--- src/rtl/dmem_lsu_pkg.sv ---
// Shared definitions for the load/store unit: dmem size, access-size
// encodings, FSM states and the request fault check.
package dmem_lsu_pkg;

  // Default dmem size in bytes; last legal word address is MEM_BYTES_DMEM-4.
  localparam int MEM_BYTES_DMEM = 1024;

  // Access size encodings carried on req_size.
  localparam logic [1:0] SZ_B = 2'b00;
  localparam logic [1:0] SZ_H = 2'b01;
  localparam logic [1:0] SZ_W = 2'b10;
  localparam logic [1:0] SZ_X = 2'b11;

  // FSM states. IDLE is the only state in which a request is accepted.
  typedef enum logic [2:0] {
    S_IDLE    = 3'd0,
    S_LD_RD   = 3'd1,
    S_LD_DATA = 3'd2,
    S_ST_WR   = 3'd3,
    S_RMW_RD  = 3'd4,
    S_RMW_MRG = 3'd5,
    S_RMW_WR  = 3'd6
  } state_e;

  // A request faults on an illegal size, a misaligned half/word, or a word
  // address past the last legal word. Faulting requests never reach dmem.
  function automatic logic req_fault(input logic [1:0]  size,
                                     input logic [31:0] addr,
                                     input logic [31:0] last_word);
    logic f;
    f = 1'b0;
    if (size == SZ_X)                        f = 1'b1;
    if ((size == SZ_H) && addr[0])           f = 1'b1;
    if ((size == SZ_W) && (addr[1:0] != 2'b00)) f = 1'b1;
    if ({addr[31:2], 2'b00} > last_word)     f = 1'b1;
    return f;
  endfunction

endpackage

--- src/rtl/dmem_lsu_align.sv ---
// Combinational lane logic: extracts and extends a load lane from a dmem
// word, and merges right-justified store data into a dmem word.
module lsu_align
  import dmem_lsu_pkg::*;
(
  input  logic [31:0] word,
  input  logic [1:0]  lane,
  input  logic [1:0]  size,
  input  logic        is_unsigned,
  input  logic [31:0] wdata,
  output logic [31:0] rdata,
  output logic [31:0] merged
);

  logic [7:0]  byte_sel;
  logic [15:0] half_sel;

  // Pick the addressed byte and half lanes (little-endian).
  always_comb begin
    byte_sel = word[7:0];
    case (lane)
      2'd0:    byte_sel = word[7:0];
      2'd1:    byte_sel = word[15:8];
      2'd2:    byte_sel = word[23:16];
      default: byte_sel = word[31:24];
    endcase
    half_sel = lane[1] ? word[31:16] : word[15:0];
  end

  // Sign- or zero-extend the selected lane; words pass straight through.
  always_comb begin
    rdata = word;
    case (size)
      SZ_B:    rdata = is_unsigned ? {24'h0, byte_sel}
                                   : {{24{byte_sel[7]}}, byte_sel};
      SZ_H:    rdata = is_unsigned ? {16'h0, half_sel}
                                   : {{16{half_sel[15]}}, half_sel};
      default: rdata = word;
    endcase
  end

  // Replace only the addressed lane; every other lane keeps the old word.
  always_comb begin
    merged = wdata;
    case (size)
      SZ_B: begin
        case (lane)
          2'd0:    merged = {word[31:8], wdata[7:0]};
          2'd1:    merged = {word[31:16], wdata[7:0], word[7:0]};
          2'd2:    merged = {word[31:24], wdata[7:0], word[15:0]};
          default: merged = {wdata[7:0], word[23:0]};
        endcase
      end
      SZ_H:    merged = lane[1] ? {wdata[15:0], word[15:0]}
                                : {word[31:16], wdata[15:0]};
      default: merged = wdata;
    endcase
  end

endmodule

--- src/rtl/dmem_lsu.sv ---
// Load/store unit between the memory stage and a word-only dmem.
// Handshake: a request transfers on a rising edge where req_valid && req_ready;
// req_ready is high only in IDLE, so request inputs are ignored while busy.
// Each accepted request yields exactly one single-cycle resp_valid pulse,
// except when rst aborts it. Faulting requests respond without touching dmem.
module dmem_lsu
  import dmem_lsu_pkg::*;
#(
  parameter int MEM_BYTES = MEM_BYTES_DMEM
)(
  input  logic        clk,
  input  logic        rst,
  input  logic        req_valid,
  output logic        req_ready,
  input  logic        req_we,
  input  logic [1:0]  req_size,
  input  logic        req_unsigned,
  input  logic [31:0] req_addr,
  input  logic [31:0] req_wdata,
  output logic        resp_valid,
  output logic [31:0] resp_rdata,
  output logic        resp_err,
  output logic        dmem_write_en,
  output logic [31:0] dmem_addr,
  output logic [31:0] dmem_write_data,
  input  logic [31:0] dmem_read_data
);

  localparam logic [31:0] LAST_WORD = 32'(MEM_BYTES - 4);

  state_e      state_q, state_d;
  logic [1:0]  size_q;
  logic        uns_q;
  logic [31:0] addr_q;
  logic [31:0] wdata_q;
  logic        resp_valid_q;
  logic [31:0] resp_rdata_q;
  logic        resp_err_q;
  logic        accept;
  logic        fault;
  logic [31:0] ext_rdata;
  logic [31:0] merged_word;

  assign req_ready = (state_q == S_IDLE);
  assign accept    = req_valid && req_ready;
  assign fault     = req_fault(req_size, req_addr, LAST_WORD);

  assign dmem_addr       = {addr_q[31:2], 2'b00};
  assign dmem_write_data = wdata_q;
  assign resp_valid      = resp_valid_q;
  assign resp_rdata      = resp_rdata_q;
  assign resp_err        = resp_err_q;

  lsu_align u_align (
    .word        (dmem_read_data),
    .lane        (addr_q[1:0]),
    .size        (size_q),
    .is_unsigned (uns_q),
    .wdata       (wdata_q),
    .rdata       (ext_rdata),
    .merged      (merged_word)
  );

  // State register; reset forces IDLE so write_en drops immediately.
  always_ff @(posedge clk or posedge rst) begin
    if (rst) state_q <= S_IDLE;
    else     state_q <= state_d;
  end

  // Next state and the dmem write strobe.
  always_comb begin
    state_d       = state_q;
    dmem_write_en = 1'b0;
    case (state_q)
      S_IDLE: begin
        if (accept && !fault) begin
          if (!req_we)              state_d = S_LD_RD;
          else if (req_size == SZ_W) state_d = S_ST_WR;
          else                      state_d = S_RMW_RD;
        end
      end
      S_LD_RD:   state_d = S_LD_DATA;
      S_LD_DATA: state_d = S_IDLE;
      S_ST_WR: begin
        dmem_write_en = 1'b1;
        state_d       = S_IDLE;
      end
      S_RMW_RD:  state_d = S_RMW_MRG;
      S_RMW_MRG: state_d = S_RMW_WR;
      S_RMW_WR: begin
        dmem_write_en = 1'b1;
        state_d       = S_IDLE;
      end
      default:   state_d = S_IDLE;
    endcase
  end

  // Request capture at accept; wdata_q later holds the merged RMW word.
  always_ff @(posedge clk or posedge rst) begin
    if (rst) begin
      size_q  <= SZ_B;
      uns_q   <= 1'b0;
      addr_q  <= 32'h0;
      wdata_q <= 32'h0;
    end else if (accept) begin
      size_q  <= req_size;
      uns_q   <= req_unsigned;
      addr_q  <= req_addr;
      wdata_q <= req_wdata;
    end else if (state_q == S_RMW_MRG) begin
      wdata_q <= merged_word;
    end
  end

  // Response pulse; rdata/err hold their last values between pulses.
  always_ff @(posedge clk or posedge rst) begin
    if (rst) begin
      resp_valid_q <= 1'b0;
      resp_rdata_q <= 32'h0;
      resp_err_q   <= 1'b0;
    end else begin
      resp_valid_q <= 1'b0;
      if (accept && fault) begin
        resp_valid_q <= 1'b1;
        resp_rdata_q <= 32'h0;
        resp_err_q   <= 1'b1;
      end else if (state_q == S_LD_DATA) begin
        resp_valid_q <= 1'b1;
        resp_rdata_q <= ext_rdata;
        resp_err_q   <= 1'b0;
      end else if ((state_q == S_ST_WR) || (state_q == S_RMW_WR)) begin
        resp_valid_q <= 1'b1;
        resp_rdata_q <= 32'h0;
        resp_err_q   <= 1'b0;
      end
    end
  end

endmodule

--- config.mk ---
export PLATFORM = sky130hd
export DESIGN_NAME = dmem_lsu
export DESIGN_NICKNAME = d
export VERILOG_FILES = /design/src/rtl/dmem_lsu_pkg.sv /design/src/rtl/dmem_lsu_align.sv /design/src/rtl/dmem_lsu.sv
export SDC_FILE = /design/constraint.sdc
export NUM_CORES = 1
export LEC_CHECK = 0
export ABC_AREA = 0
export BUFFER_PORTS_ARGS = -buffer_cell sky130_fd_sc_hd__buf_2
export CAP_MARGIN = 20
export CELL_PAD_IN_SITES_DETAIL_PLACEMENT = 0
export CELL_PAD_IN_SITES_GLOBAL_PLACEMENT = 1
export CORE_ASPECT_RATIO = 2
export CORE_MARGIN = 2
export CORE_UTILIZATION = 30
export DETAILED_ROUTE_END_ITERATION = 10
export PLACE_DENSITY_LB_ADDON = 0.1
export REMOVE_ABC_BUFFERS = 1
export SLEW_MARGIN = 0
export SYNTH_ARGS = -nofsm -noshare
export SYNTH_HDL_FRONTEND = slang
export SYNTH_HIERARCHICAL = 1
export SYNTH_SLANG_ARGS = --single-unit
--- constraint.sdc ---
create_clock -name clk -period 4.2 [get_ports clk]
set_input_delay 0.84 -clock clk [delete_from_list [all_inputs] [get_ports clk]]
set_output_delay 0.84 -clock clk [all_outputs]
set_load 0.05 [all_outputs]
==> flow_metrics.py <==
metrics = {
    "synthesis": {
        "ys_ff_latch": 104,
        "synth.area.top_cells": "dfrtp_1, nand2_1, mux2i_1",
        "async_reset_ff_share_pct": 100,
        "avgSynthCellArea_um2": 8.81,
        "synthTopCellsByCount": "nand2_1, dfrtp_1, mux2i_1",
        "yosysWarnings": 6,
        "yosysUniqueCellTypes": 52,
        "synth-edff-count": 0,
        "synth_most_common_cell": "nand2_1",
        "syn-cell-area_mm2": 0.00673,
        "synthFlopType": "dfrtp_1",
        "yosysTopAreaCell": "dfrtp_1",
        "syn_inst": 764,
        "synth_top_area_share_pct": 38.6,
        "synth_seq_area_share_pct": 38.6,
    },
    "pwr": {
        "combPwrFrac_pct": 27.8,
        "p_int_w": 0.00178,
        "p_total_w": 0.00279,
        "power.switching_w": 0.00101,
        "cellLeakagePower_nw": 3.99,
        "powerDensity_mw_per_mm2": 354,
        "clockPowerShare_pct": 31.5,
        "netSwitchingFraction_pct": 36.2,
        "sequentialPowerShare_pct": 40.7,
        "ir_worst_vdd_v": 0.000165,
    },
    "timing": {
        "rsz0062_at_grt": "no",
        "holdWs_ns": 0.475,
        "min_period_ns": 2.55,
        "final-hold-violation-count": 0,
        "slew_viol_final": 0,
        "clock_skew_ns": 0.00707,
        "worstMarginPinSlew_ns": 1.13,
        "clock.fmax_ghz": 0.391,
        "relSlewSlack_pct": 24.4,
        "setup_viol_count_final": 0,
        "period_share_pct": 60.8,
        "setup_tns_ns": 0,
    },
    "critical_path": {
        "crit_path_end_kind": "register",
        "arrival_ns": 2.79,
        "crit_fanout": 24,
        "reg2reg_depth": 6,
        "cp-start-kind": "register",
        "ff2ff_setup_slack_ns": 1.65,
        "path_class": "reg2reg",
        "required_ns": 4.43,
    },
    "floorplanning": {
        "fp.dieArea_mm2": 0.0237,
        "dieHeight_um": 216,
        "io_pins": 203,
        "core_area_mm2": 0.0221,
        "die_w_um": 110,
        "rows": 77,
        "start_util_pct": 30.5,
    },
    "clocking": {
        "cts_buffer_depth": 2,
        "post-cts-setup-buffers": 0,
        "cts_tree": "built",
        "insertion_delay_ns": 0.36,
        "postCtsHoldBufs": 0,
        "clk_pin_slew_ns": 0.08,
        "cts_root_buffer": "clkbuf_16",
        "cts_made_buffers": 9,
        "cts_resized": 0,
        "cts.sinks": 104,
        "htreeDepth": 3,
    },
    "worst_hold_path": {
        "whs_path_depth": 2,
        "hold_class": "reg2reg",
    },
    "route": {
        "drt_iter0_drc": 193,
        "final_antenna_net_count": 0,
        "drc_errors": 0,
        "wl_per_cell_um": 18.6,
        "drt_pre_antenna_iters": 5,
        "routed_wl_um": 21900,
        "via_count": 5852,
        "vias_per_cell": 4.97,
    },
    "placed_design": {
        "dp_hpwl_um": 16400,
        "io_buffers": 200,
        "gp_congestion": 0.842,
    },
    "global_routing": {
        "antenna_found_initial": 2,
        "grt_overflow_total": 0,
        "grt_max_degree": 64,
        "grt_pass1_wl_um": 34000,
        "grtUsageTotal_pct": 18.8,
        "grt_pass1_vias": 6112,
    },
    "status": {
        "status": "completed",
    },
    "layout": {
        "multi_input_area_mm2": 0.00349,
        "regArea_mm2": 0.00260,
        "final_nets": 998,
        "area_growth_syn_to_layout_pct": 17.0,
        "drive_gt1_share_pct": 33.7,
        "nFillCells": 2361,
    },
    "run": {
        "drv_cap": 0,
    },
}
## power by group through the flow
| stage | Combinational, W | Sequential [W] | Clock (W) |
|---|---|---|---|
| floorplan | 0.000332 | 0.00134 | 0 |
| global placement | 0.000770 | 0.00115 | 0 |
| detailed placement | 0.000779 | 0.00115 | 0 |
| CTS | 0.000781 | 0.00114 | 0.000906 |
| global route | 0.000834 | 0.00115 | 0.000940 |
| finish | 0.000774 | 0.00113 | 0.000879 |
## layout make-up
type	count	share of cell area, %
clock buffer	10	2.91
timing repair buffer	209	14.0
sequential	104	33.1
clock inverter	6	0.874
tap	276	4.38
inverter	8	0.413
multi-input combinational	563	44.4
antenna	1	0.0318
## cell families after synthesis
kind of cell	count (synthesis)	synth area share (%)
other	1	0.0557
AOI/OAI and AO/OA	166	18.9
xor gates and xnor gates	1	0.130
DFF	104	38.6
and+or+nand+nor	327	21.3
muxes	67	11.4
buffers and inverters	98	9.57
## path summary, 6_finish.rpt
kind | startpoint | endpoint
max | addr_q[0] | resp_rdata[13]
min | addr_q[3] | addr_q[3]
max reg2reg | addr_q[0] | resp_rdata[13]
min reg2reg | addr_q[3] | addr_q[3]
max in group asynchronous | rst | addr_q[1]
min in group asynchronous | rst | addr_q[12]
## state kept, by name, summed over array words and instances, names as in the netlist
name	flops
resp_valid	1
addr_q	32
size_q	2
resp_err	1
dmem_write_data	32
uns_q	1
resp_rdata	32
state_q	3
## critical path: stages (launching register included)
cell and delay [ns]:
dfrtp_1 0.77, buf_4 0.31, nand2_1 0.16, o21ai_4 0.79
o211ai_2 0.20, nand2_1 0.12, o21ai_2 0.05
## placed cells by master (no fill, tap or decap), drive strengths merged, types with 7 or more instances in the layout
cell	synthesis	layout
o31ai	7	7
mux4	7	7
nor2b	10	10
a221o	8	8
and3b	8	8
mux2	8	8
and2	10	10
o22ai	31	31
nand2	233	233
dfrtp	104	104
o21ai	78	78
nand3b	8	8
o221ai	10	10
buf	71	209
clkbuf	19	10
mux2i	52	52
o211ai	8	8
a211oi	7	7
nor2	34	34
inv	8	9
a21oi	8	8
or2	9	9
## per-stage QoR
stage	area (µm²)	util [%]	setup slack, ns	std cells
2_1_floorplan	6120	-	0.437	675
3_3_place_gp	7550	34.2	1.62	1159
3_5_place_dp	7550	34.2	1.62	1159
4_1_cts	7850	35.6	1.67	1175
5_1_grt	7880	35.7	1.49	1177
6_report	7880	35.7	1.65	1177
## per-layer routing
metal	wire length [µm]	track usage, %	up-vias
met5	11	0	-
met4	470	7.17	2
met3	1170	3.50	25
li1	-	-	2867
met2	12000	33.6	189
met1	8260	21.5	2769
(Power assumes the default switching activity.)
